$ cat src/rtl/apb_crc_mc_pkg.sv
// Shared types, register offsets and CRC helper functions for the multi-channel APB CRC block.
package apb_crc_mc_pkg;

  localparam int MAX_CH = 8;
  localparam int CH_W   = 3;

  localparam logic [4:0] OFF_CTRL   = 5'h00;
  localparam logic [4:0] OFF_POLY   = 5'h04;
  localparam logic [4:0] OFF_INIT   = 5'h08;
  localparam logic [4:0] OFF_XOROUT = 5'h0C;
  localparam logic [4:0] OFF_DATA   = 5'h10;
  localparam logic [4:0] OFF_RESULT = 5'h14;
  localparam logic [4:0] OFF_STATUS = 5'h18;

  typedef struct packed {
    logic [CH_W-1:0] ch;
    logic [31:0]     data;
    logic [3:0]      strb;
  } fifo_entry_t;

  typedef enum logic [0:0] {
    IDLE = 1'b0,
    BYTE = 1'b1
  } engine_state_t;

  // Reverse the low 'width' bits of val; val must be zero above 'width'.
  function automatic logic [31:0] bitrev(input logic [31:0] val, input int unsigned width);
    logic [31:0] r;
    for (int i = 0; i < 32; i++) begin
      r[i] = val[31-i];
    end
    return r >> (32 - width);
  endfunction

  // One byte through the MSB-first shift register, with optional input reflection.
  function automatic logic [31:0] crc_byte_step(input logic [31:0] crc, input logic [31:0] poly,
                                                input logic [7:0] data, input logic refin,
                                                input int unsigned width);
    logic [31:0] c;
    logic [31:0] rev;
    logic [31:0] mask;
    logic [31:0] top;
    logic [7:0]  b;
    logic        fb;
    rev  = bitrev({24'd0, data}, 8);
    b    = refin ? rev[7:0] : data;
    mask = 32'hFFFF_FFFF >> (32 - width);
    top  = 32'd1 << (width - 1);
    c    = crc;
    for (int i = 7; i >= 0; i--) begin
      fb = (|(c & top)) ^ b[i];
      c  = ((c << 1) ^ (fb ? poly : 32'd0)) & mask;
    end
    return c;
  endfunction

endpackage

$ cat src/rtl/apb_crc_mc_fifo.sv
// Shared data FIFO of fifo_entry_t; pop data appears on pop_data the cycle after pop.
module apb_crc_mc_fifo
  import apb_crc_mc_pkg::*;
#(
  parameter int DEPTH = 4
) (
  input  logic                   clk,
  input  logic                   rstn,
  input  logic                   push,
  input  fifo_entry_t            push_data,
  input  logic                   pop,
  output fifo_entry_t            pop_data,
  output logic                   full,
  output logic                   empty,
  output logic [$clog2(DEPTH):0] level
);

  localparam int AW = $clog2(DEPTH);

  fifo_entry_t   mem_r [DEPTH];
  logic [AW-1:0] wr_ptr_r;
  logic [AW-1:0] rd_ptr_r;
  logic [AW:0]   count_r;
  logic          push_ok_s;
  logic          pop_ok_s;

  assign full      = (count_r == (AW+1)'(DEPTH));
  assign empty     = (count_r == {(AW+1){1'b0}});
  assign level     = count_r;
  assign push_ok_s = push & ~full;
  assign pop_ok_s  = pop & ~empty;

  // Entry storage; contents are don't-care until written.
  always_ff @(posedge clk) begin
    if (push_ok_s) begin
      mem_r[wr_ptr_r] <= push_data;
    end
  end

  // Pointers, occupancy and the registered pop output.
  always_ff @(posedge clk or negedge rstn) begin
    if (!rstn) begin
      wr_ptr_r <= {AW{1'b0}};
      rd_ptr_r <= {AW{1'b0}};
      count_r  <= {(AW+1){1'b0}};
      pop_data <= '0;
    end else begin
      if (push_ok_s) begin
        wr_ptr_r <= wr_ptr_r + 1'b1;
      end
      if (pop_ok_s) begin
        rd_ptr_r <= rd_ptr_r + 1'b1;
        pop_data <= mem_r[rd_ptr_r];
      end
      case ({push_ok_s, pop_ok_s})
        2'b10:   count_r <= count_r + 1'b1;
        2'b01:   count_r <= count_r - 1'b1;
        default: count_r <= count_r;
      endcase
    end
  end

endmodule

$ cat src/rtl/apb_crc_mc.sv
// Multi-channel APB CRC accelerator: per-channel CRC contexts fed from a shared byte-strobed FIFO.
module apb_crc_mc
  import apb_crc_mc_pkg::*;
#(
  parameter int DATA_WIDTH = 32,
  parameter int ADDR_WIDTH = 32,
  parameter int NUM_CH     = 4,
  parameter int CRC_WIDTH  = 32,
  parameter int FIFO_DEPTH = 4
) (
  input  logic                  clk,
  input  logic                  rstn,
  input  logic [ADDR_WIDTH-1:0] s_paddr,
  input  logic [DATA_WIDTH-1:0] s_pwdata,
  output logic [DATA_WIDTH-1:0] s_prdata,
  output logic                  s_pslverr,
  input  logic                  s_pwrite,
  input  logic                  s_psel,
  input  logic                  s_penable,
  output logic                  s_pready,
  input  logic [3:0]            s_pstrb
);

  localparam logic [31:0] CRC_MASK = 32'hFFFF_FFFF >> (32 - CRC_WIDTH);
  // One entry can sit in the engine on top of a full FIFO.
  localparam int          PW       = $clog2(FIFO_DEPTH + 2);
  localparam logic [PW-1:0] PEND_ONE = PW'(1);

  logic [31:0]   poly_r     [MAX_CH];
  logic [31:0]   init_r     [MAX_CH];
  logic [31:0]   xorout_r   [MAX_CH];
  logic [31:0]   crc_r      [MAX_CH];
  logic          refin_r    [MAX_CH];
  logic          refout_r   [MAX_CH];
  logic [PW-1:0] pending_r  [MAX_CH];

  logic              access_s, ch_ok_s, off_ok_s, is_cfg_s, err_s, stall_s, done_s, wr_ok_s;
  logic [CH_W-1:0]   ch_idx_s;
  logic [4:0]        off_s;
  logic              push_s, pop_s, fifo_full_s, fifo_empty_s;
  logic [$clog2(FIFO_DEPTH):0] fifo_level_unused_s;
  logic              addr_unused_s;
  fifo_entry_t       push_entry_s, cur_s;
  engine_state_t     state_r, state_nxt_s;
  logic [3:0]        done_mask_r, remain_s, onehot_s;
  logic [1:0]        byte_idx_s;
  logic              last_byte_s, eng_step_s, eng_done_s;
  logic [7:0]        byte_s;
  logic [31:0]       step_crc_s, result_s, rdata_s;
  logic [7:0]        pend_ext_s;

  assign access_s      = s_psel & s_penable;
  assign ch_idx_s      = s_paddr[7:5];
  assign off_s         = s_paddr[4:0];
  assign addr_unused_s = ^s_paddr[ADDR_WIDTH-1:8];
  assign ch_ok_s       = (int'(ch_idx_s) < NUM_CH);

  // Offset decode: which offsets exist and which are blocked while the channel is busy.
  always_comb begin
    off_ok_s = 1'b0;
    is_cfg_s = 1'b0;
    case (off_s)
      OFF_CTRL, OFF_POLY, OFF_INIT, OFF_XOROUT, OFF_RESULT: begin
        off_ok_s = 1'b1;
        is_cfg_s = 1'b1;
      end
      OFF_DATA, OFF_STATUS: begin
        off_ok_s = 1'b1;
        is_cfg_s = 1'b0;
      end
      default: begin
        off_ok_s = 1'b0;
        is_cfg_s = 1'b0;
      end
    endcase
  end

  assign err_s   = ~ch_ok_s | ~off_ok_s | (s_pwrite & ((off_s == OFF_RESULT) | (off_s == OFF_STATUS)));
  assign stall_s = ~err_s & ((is_cfg_s & (pending_r[ch_idx_s] != {PW{1'b0}})) |
                             (s_pwrite & (off_s == OFF_DATA) & (s_pstrb != 4'd0) & fifo_full_s));
  assign done_s  = access_s & ~stall_s;
  assign wr_ok_s = done_s & s_pwrite & ~err_s;
  assign push_s  = wr_ok_s & (off_s == OFF_DATA) & (s_pstrb != 4'd0);

  assign push_entry_s = '{ch: ch_idx_s, data: s_pwdata[31:0], strb: s_pstrb};

  apb_crc_mc_fifo #(.DEPTH(FIFO_DEPTH)) u_fifo (
    .clk       (clk),
    .rstn      (rstn),
    .push      (push_s),
    .push_data (push_entry_s),
    .pop       (pop_s),
    .pop_data  (cur_s),
    .full      (fifo_full_s),
    .empty     (fifo_empty_s),
    .level     (fifo_level_unused_s)
  );

  // Pick the lowest strobed byte not yet consumed from the current entry.
  always_comb begin
    remain_s = cur_s.strb & ~done_mask_r;
    casez (remain_s)
      4'b???1: byte_idx_s = 2'd0;
      4'b??10: byte_idx_s = 2'd1;
      4'b?100: byte_idx_s = 2'd2;
      4'b1000: byte_idx_s = 2'd3;
      default: byte_idx_s = 2'd0;
    endcase
    onehot_s    = 4'b0001 << byte_idx_s;
    last_byte_s = ((remain_s & ~onehot_s) == 4'd0);
  end

  // Engine next state; the entry stays on cur_s until the next pop, so BYTE reads it directly.
  always_comb begin
    state_nxt_s = state_r;
    pop_s       = 1'b0;
    case (state_r)
      IDLE: begin
        if (!fifo_empty_s) begin
          pop_s       = 1'b1;
          state_nxt_s = BYTE;
        end else begin
          pop_s       = 1'b0;
          state_nxt_s = IDLE;
        end
      end
      BYTE: begin
        if (last_byte_s) begin
          state_nxt_s = IDLE;
        end else begin
          state_nxt_s = BYTE;
        end
      end
      default: state_nxt_s = IDLE;
    endcase
  end

  assign eng_step_s = (state_r == BYTE);
  assign eng_done_s = eng_step_s & last_byte_s;
  assign byte_s     = cur_s.data[{byte_idx_s, 3'b000} +: 8];
  assign step_crc_s = crc_byte_step(crc_r[cur_s.ch], poly_r[cur_s.ch], byte_s,
                                    refin_r[cur_s.ch], CRC_WIDTH);

  // Engine state and the set of bytes already consumed from the current entry.
  always_ff @(posedge clk or negedge rstn) begin
    if (!rstn) begin
      state_r     <= IDLE;
      done_mask_r <= 4'd0;
    end else begin
      state_r <= state_nxt_s;
      if (eng_step_s && !last_byte_s) begin
        done_mask_r <= done_mask_r | onehot_s;
      end else begin
        done_mask_r <= 4'd0;
      end
    end
  end

  // Per-channel configuration, CRC state and pending counters.
  always_ff @(posedge clk or negedge rstn) begin
    if (!rstn) begin
      for (int c = 0; c < MAX_CH; c++) begin
        poly_r[c]    <= 32'd0;
        init_r[c]    <= 32'd0;
        xorout_r[c]  <= 32'd0;
        crc_r[c]     <= 32'd0;
        refin_r[c]   <= 1'b0;
        refout_r[c]  <= 1'b0;
        pending_r[c] <= {PW{1'b0}};
      end
    end else begin
      for (int c = 0; c < NUM_CH; c++) begin
        if (wr_ok_s && (int'(ch_idx_s) == c)) begin
          case (off_s)
            OFF_CTRL: begin
              refin_r[c]  <= s_pwdata[1];
              refout_r[c] <= s_pwdata[2];
              if (s_pwdata[0]) begin
                crc_r[c] <= init_r[c];
              end
            end
            OFF_POLY:   poly_r[c]   <= s_pwdata[31:0] & CRC_MASK;
            OFF_INIT:   init_r[c]   <= s_pwdata[31:0] & CRC_MASK;
            OFF_XOROUT: xorout_r[c] <= s_pwdata[31:0] & CRC_MASK;
            default: ;
          endcase
        end
        if (eng_step_s && (int'(cur_s.ch) == c)) begin
          crc_r[c] <= step_crc_s;
        end
        case ({push_s && (int'(ch_idx_s) == c), eng_done_s && (int'(cur_s.ch) == c)})
          2'b10:   pending_r[c] <= pending_r[c] + PEND_ONE;
          2'b01:   pending_r[c] <= pending_r[c] - PEND_ONE;
          default: pending_r[c] <= pending_r[c];
        endcase
      end
    end
  end

  assign result_s   = ((refout_r[ch_idx_s] ? bitrev(crc_r[ch_idx_s], CRC_WIDTH) : crc_r[ch_idx_s])
                       ^ xorout_r[ch_idx_s]) & CRC_MASK;
  assign pend_ext_s = 8'(pending_r[ch_idx_s]);

  // Read mux; data is only driven for a completing, error-free read.
  always_comb begin
    rdata_s = 32'd0;
    if (done_s && !err_s && !s_pwrite) begin
      case (off_s)
        OFF_CTRL:   rdata_s = {29'd0, refout_r[ch_idx_s], refin_r[ch_idx_s], 1'b0};
        OFF_POLY:   rdata_s = poly_r[ch_idx_s];
        OFF_INIT:   rdata_s = init_r[ch_idx_s];
        OFF_XOROUT: rdata_s = xorout_r[ch_idx_s];
        OFF_RESULT: rdata_s = result_s;
        OFF_STATUS: rdata_s = {24'd0, pend_ext_s[3:0], 3'd0, (pending_r[ch_idx_s] != {PW{1'b0}})};
        default:    rdata_s = 32'd0;
      endcase
    end else begin
      rdata_s = 32'd0;
    end
  end

  assign s_prdata  = DATA_WIDTH'(rdata_s);
  assign s_pready  = done_s;
  assign s_pslverr = done_s & err_s;

endmodule

$ cat config.mk
export PLATFORM = sky130hd
export DESIGN_NAME = apb_crc_mc
export DESIGN_NICKNAME = d
export VERILOG_FILES = /design/src/rtl/apb_crc_mc_pkg.sv /design/src/rtl/apb_crc_mc_fifo.sv /design/src/rtl/apb_crc_mc.sv
export SDC_FILE = /design/constraint.sdc
export NUM_CORES = 2
export LEC_CHECK = 0
export ABC_AREA = 1
export CAP_MARGIN = 30
export CORE_MARGIN = 2
export CORE_UTILIZATION = 50
export DETAILED_ROUTE_END_ITERATION = 6
export GPL_ROUTABILITY_DRIVEN = 0
export PLACE_DENSITY = 0.67
export SLEW_MARGIN = 20
export SYNTH_ARGS = -nofsm -noshare
export SYNTH_HDL_FRONTEND = slang
export SYNTH_HIERARCHICAL = 1
export SYNTH_SLANG_ARGS = --single-unit
$ cat constraint.sdc
create_clock -name clk -period 13.8 [get_ports clk]
set_clock_uncertainty 0.2 [all_clocks]
set_input_delay 2.07 -clock clk [delete_from_list [all_inputs] [get_ports clk]]
set_output_delay 2.07 -clock clk [all_outputs]
set_load 0.03 [all_outputs]
# After elaboration in Yosys (flattened, before gate mapping)

Memories as Yosys holds them, arrays and structs flattened. A register that Yosys moved wholly into a read port is not among the register bits.
Cells that the tools add are included.

Bits in registers: 544
Bits in writable memories: 156
Logic and storage cells: 270
Memories kept: 1

Memories:

| name         | depth | bits a word | rd ports | clocked after memory_dff | write ports | RTL line              | source |
|---|---|---|---|---|---|---|---|
| u_fifo.mem_r | 4     | 39          | 1        | 1                        | 1           | apb_crc_mc_fifo.sv:20 | `fifo_entry_t mem_r [DEPTH];` |

Add/sub/neg operators: 12
Order comparisons: 3
Eq/ne operators: 26
Shift-type cells: 2
Muxes and demuxes: 73
Bitwise logic cells: 51
Reduce and logical (&&, ||, !) cells: 69

Operators by type and width:

| kind                                             | number |
|---|---|
| 2-to-1 mux 32 bit                                | 38 |
| binary-select mux 32 bit (select 3 bit)          | 6 |
| XOR 32 bit                                       | 9 |
| case mux 32 bit (6 select lines)                 | 1 |
| nonzero test 2 bit                               | 17 |
| AND reduction 2 bit                              | 16 |
| indexed part select 32 x 6 -> 8 bit              | 1 |
| case mux 3 bit (2 select lines)                  | 5 |
| logical AND 1 bit                                | 19 |
| == test 3 bit, second input constant             | 6 |
| bitwise AND 1 bit                                | 16 |
| adder 3 x 1 -> 3 bit, second input constant      | 5 |
| == test 5 bit, second input constant             | 3 |
| subtractor 3 x 1 -> 3 bit, second input constant | 5 |
| 2-to-1 mux 1 bit                                 | 13 |
| == test 2 bit, second input constant             | 6 |
| AND reduction 3 bit                              | 4 |
| == test 2 x 1 -> 1 bit, second input constant    | 5 |
| == test 5 x 4 -> 1 bit, second input constant    | 2 |
| binary-select mux 1 bit (select 3 bit)           | 3 |
| binary-select mux 3 bit (select 3 bit)           | 1 |
| zero test 3 bit                                  | 3 |
| bitwise AND 4 bit                                | 2 |
| >= comparator 4 bit, second input constant       | 2 |
| 24 further kinds                                 | 48 |

# Depth between registers and ports, before layout

Word-level depth: 31
Depth in mapped cells: 40
Gate-level depth less buffers: 37

# By module

Netlist, hierarchy kept.

By module, submodules not included:

| module          | instances | cells an instance | area an instance (µm²) | sequential area each (µm²) |
|---|---|---|---|---|
| apb_crc_mc      | 1         | 4687              | 32975.4                | 13437.9 |
| apb_crc_mc_fifo | 1         | 831               | 8471.9                 | 5835.6 |

# Worst setup path before layout

Ideal clock, no wire load.

Path type: input to output
Start point: input port s_paddr[6]
End point: output port s_prdata[10]
Data arrival time: 4.835 ns
Data required time: 11.530 ns
Setup slack: 6.695 ns
Cell stages on the path: 10
Buffers on the path: 1
Cell sequence: nand2_1 > clkinv_1 > a22oi_1 > a21oi_1 > or3_1 > a22o_1 > a21oi_1 > o2111ai_1 > clkbuf_1 > a41oi_1

Cells in the longest elaborated chain, start to end: 13

Ends and longest elaborated chain:

| element                                              | RTL line          | source |
|---|---|---|
| from (decl)                                          | apb_crc_mc.sv:13  | `input logic [ADDR_WIDTH-1:0] s_paddr,` |
| inverter 3 -> 4 bit (implied by the code)            | apb_crc_mc.sv:79  | `assign stall_s = ~err_s & ((is_cfg_s & (pending_r[ch_idx_s] != {PW{1'b0}})) \|` |
| binary-select mux 3 bit (select 3 bit)               | apb_crc_mc.sv:79  |  |
| 2-to-1 mux 3 bit (implied by the code) (2 in series) | apb_crc_mc.sv:79  |  |
| nonzero test 3 bit                                   | apb_crc_mc.sv:79  |  |
| bitwise AND 1 bit                                    | apb_crc_mc.sv:79  |  |
| OR 1 bit                                             | apb_crc_mc.sv:79  |  |
| bitwise AND 1 bit *                                  | apb_crc_mc.sv:79  |  |
| inverter 1 bit *                                     | apb_crc_mc.sv:81  | `assign done_s = access_s & ~stall_s;` |
| bitwise AND 1 bit *                                  | apb_crc_mc.sv:81  |  |
| via s_pready                                         | apb_crc_mc.sv:20  | `output logic s_pready,` |
| logical AND 1 bit * (2 in series)                    | apb_crc_mc.sv:207 | `if (done_s && !err_s && !s_pwrite) begin` |
| 2-to-1 mux 32 bit *                                  | apb_crc_mc.sv:207 |  |
| to (decl)                                            | apb_crc_mc.sv:15  | `output logic [DATA_WIDTH-1:0] s_prdata,` |

Mark *: on every way through the listed nets, which the timed path passes. The rest lies on a longest branch. The select of a mux whose other input is x is not followed.

# Worst setup path in the final report

Start point: input port s_paddr[6]
End point: output port s_prdata[19]

Cells in the longest elaborated chain, start to end: 13

Ends and longest elaborated chain:

| element                                              | RTL line |
|---|---|
| inverter 3 -> 4 bit (implied by the code)            | n/a |
| binary-select mux 3 bit (select 3 bit)               | apb_crc_mc.sv:79 |
| 2-to-1 mux 3 bit (implied by the code) (2 in series) | apb_crc_mc.sv:79 |
| nonzero test 3 bit                                   | apb_crc_mc.sv:79 |
| bitwise AND 1 bit                                    | apb_crc_mc.sv:79 |
| OR 1 bit                                             | apb_crc_mc.sv:79 |
| bitwise AND 1 bit                                    | apb_crc_mc.sv:79 |
| inverter 1 bit                                       | apb_crc_mc.sv:81 |
| bitwise AND 1 bit                                    | apb_crc_mc.sv:81 |
| logical AND 1 bit (2 in series)                      | apb_crc_mc.sv:207 |
| 2-to-1 mux 32 bit *                                  | apb_crc_mc.sv:207 |

Every way passes the cells marked *; elsewhere a longest branch is shown, timed or not. The select of a mux whose other input is x is not followed.

==> qor.csv <==
stage,metric,value,unit
outcome,outcome,finished with violations,
outcome,failed_checks,design-rule violations,
yosys,syn_area,0.0414,sq mm
routing,via_per_inst,5.97,
critical_path,cp_common_cell,buf_4,
routing,via_count,39200,
clocking,clk_latency,0.66,ns
routing,drc,2,
yosys,ys.warnings.count,1070,
floorplanning,die_area,0.0852,sq mm
clocking,clk_pin_slew,0.06,ns
grt,grt_usage,35.7,%
routing,routed-wl-met3,21.3,mm
routing,finalWirelength,154,mm
clocking,cts_setup_buffers,0,
routing,topRoutingLayerUsed,met4,
grt,antenna_found_initial,3,
timing,tns,0,ns
pwr,powerDensity,191,mW/mm^2
routing,wl_met2,63.6,mm
timing,rsz0062_at_grt,false,
worst_hold_path,min_path_cells,1,
place,dp_hpwl,96.6,mm
clocking,cts_hold_buf,0,
critical_path,worst-path-max-fanout,32,
critical_path,reg2reg_depth,36,
clocking,cts_buffers,82,
yosys,avgSynthCellArea,7.51,sq um
critical_path,crit_chain,"clkdlybuf4s50_1, nand2_2, buf_4, inv_2, buf_4, a22oi_1, a21oi_1, or3_1, a22o_1, a21oi_1, o2111ai_4, buf_4, a41oi_1, clkdlybuf4s50_1",
yosys,async_reset_ff_share,78.9,%
pwr,p_leak,20.8,nW
finish,nets,5511,
yosys,syn_inst,5518,
yosys,synth_nets,5605,
pwr,switching_share,45.3,%
yosys,synth.top_cells.by_area,"dfrtp_1 35%, nand2_1 16%, edfxtp_1 11%",
clocking,cts_tree,built,
critical_path,path_class,input port to output port,
pwr,pwr-share-seq,30.4,%
yosys,yosys-top-cells-count,"1753 x nand2_1, 663 x inv_1, 583 x dfrtp_1",
grt,grt_max_degree,89,
clocking,htreeDepth,3,
floorplanning,num_rows,105,
timing,slew_viol_final,0,
critical_path,rr_startpoint,u_fifo/pop_data[37],
floorplanning,die_w,292,um
floorplanning,io_pins,107,
routing,drtIter0Drc,5572,
worst_hold_path,holdCritPathClass,register to register,
timing,tightest_slew,1.18,ns
worst_hold_path,whs_endpoint,pending_r[17],
critical_path,cp.required,11.53,ns
yosys,synth_cell_types,52,
timing,slew_headroom,21.3,%
timing,hold_viol_final,0,
worst_hold_path,min_from,pending_r[17],
yosys,synth_area_leader_cell,dfrtp_1,
finish,syn_to_final_growth,10.9,%
routing,wl_met1,59.8,mm
clocking,cts.repair.resized,0,
finish,drive_above_1_share,6.74,%
critical_path,r2r_end,crc_r[168],
timing,max_freq,0.105,GHz
yosys,ys_seq_elements,739,
timing,setup_viol,0,
critical_path,crit_path_start_kind,input port,
clocking,cts_buffer_depth,3,
grt,overflow,0,
timing,fin_worst_hold_slack,0.278,ns
routing,ant_nets,0,
floorplanning,initial_core_util,50.5,%
clocking,clock-sinks,739,
critical_path,crit_family,buffers and inverters,
timing,fin_crit_sh,69.3,%
yosys,ys.flop_type,dfrtp_1,
critical_path,end_kind,output port,
pwr,vdd_drop_max,0.217,mV
yosys,yosysSeqAreaShare,46.5,%
critical_path,crit_slowest_cell,clkdlybuf4s50_1,
yosys,synth_most_common_cell,nand2_1,
critical_path,reg2reg_slack,5.16,ns
timing,finalCriticalPeriod,9.56,ns
floorplanning,coreArea,0.0821,sq mm
place,port-buffer-count,82,
routing,firstDrtPassIters,7,
critical_path,crit_path_max_incr_delay,0.80,ns
routing,avgRoutedWirePerCell,23.4,um
pwr,p_sw,3.97,mW
clocking,root_buffer,clkbuf_16,
critical_path,critical_path_buf_inv_count,6,
floorplanning,chipHeight,292,um
pwr,pwr-share-comb,43.5,%
yosys,synth_edf_count,156,
pwr,power.clock.fraction,26.1,%
yosys,synth_top_cell_area_share,35.2,%
pwr,internal_power,4.79,mW
run,maxCapViolCount,0,
critical_path,worst_ep_arrival_time,7.29,ns
grt,grt_pass1_vias,35800,
grt,grt_pass1_wl,228,mm
[logic make-up after synthesis]
family	count (synthesis)	synth area share, %
AO/OA/AOI/OAI	1062	15.4
buffers and inverters	1058	10.2
AND/OR/NAND/NOR	2551	25.4
XOR/XNOR	94	2.00
flip-flops	739	46.5
adder cells (fa/ha/maj)	14	0.513
[cell usage in the layout, fill, tap and decap left out, types with 83 or more instances in the layout]
master and count:
buf_4 90, clkbuf_16 83, dfrtp_1 582, edfxtp_1 156, inv_1 662, nand2_1 1737, nand3_1 566, nor2_1 131
o21ai_0 533, o22ai_1 205
[per-layer routing]
layer / vias to the layer above / track usage (%)
li1: 17900 / -
met1: 18500 / 48.0
met2: 2398 / 51.5
met3: 451 / 11.3
met4: 0 / 18.9
met5: - / 0
[flip-flops by register name, summed over array words and instances (netlist names)]
register and flops:
u_fifo/rd_ptr_r 2, u_fifo/wr_ptr_r 2, init_r 128, refout_r 4, xorout_r 128, refin_r 4, pending_r 12, u_fifo/pop_data 39
crc_r 128, poly_r 128, u_fifo/level 3, u_fifo/mem_r 156, done_mask_r 4, eng_step_s 1
[cell type report]
| type | instances | area (sq um) |
|---|---|---|
| inverter | 690 | 2590 |
| sequential | 739 | 19300 |
| antenna | 1 | 2.50 |
| tap | 1070 | 1340 |
| timing repair buffer | 190 | 1770 |
| clock buffer | 116 | 2330 |
| multi-input combinational | 3721 | 18200 |
| clock inverter | 35 | 488 |
| fill | 7545 | 36200 |
[power groups by stage]
stage	Sequential [mW]	Combinational (mW)	Clock, mW
6_report	2.66	3.81	2.29
5_1_grt	2.69	4.09	2.39
4_1_cts	2.66	3.66	2.30
3_5_place_dp	2.69	3.66	0
3_3_place_gp	2.69	3.60	0
2_1_floorplan	2.64	2.70	0
[worst max-delay path by stage]
stage / from / end / slack, ns / cells past startpoint
after floorplan: s_paddr[6] / s_prdata[10] / 6.70 / 10
after global placement: s_paddr[5] / s_prdata[20] / 4.25 / 14
after detailed placement: s_paddr[6] / s_prdata[20] / 4.42 / 14
after CTS: s_paddr[6] / s_prdata[20] / 4.40 / 14
after global routing: s_paddr[6] / s_prdata[20] / 4.21 / 14
final: s_paddr[6] / s_prdata[19] / 4.24 / 14
[through the flow]
| step | std cells | utilization, % | total power, mW | setup WS (ns) | area [sq um] |
|---|---|---|---|---|---|
| 2_1_floorplan | 5518 | - | 5.34 | 6.70 | 41400 |
| 3_3_place_gp | 6391 | 52.2 | 6.29 | 4.25 | 42800 |
| 3_5_place_dp | 6396 | 52.3 | 6.35 | 4.42 | 42900 |
| 4_1_cts | 6547 | 55.7 | 8.62 | 4.40 | 45700 |
| 5_1_grt | 6561 | 56.0 | 9.18 | 4.21 | 46000 |
| 6_report | 6562 | 56.0 | 8.76 | 4.24 | 46000 |
No activity file was read; power rests on OpenSTA's default activity.
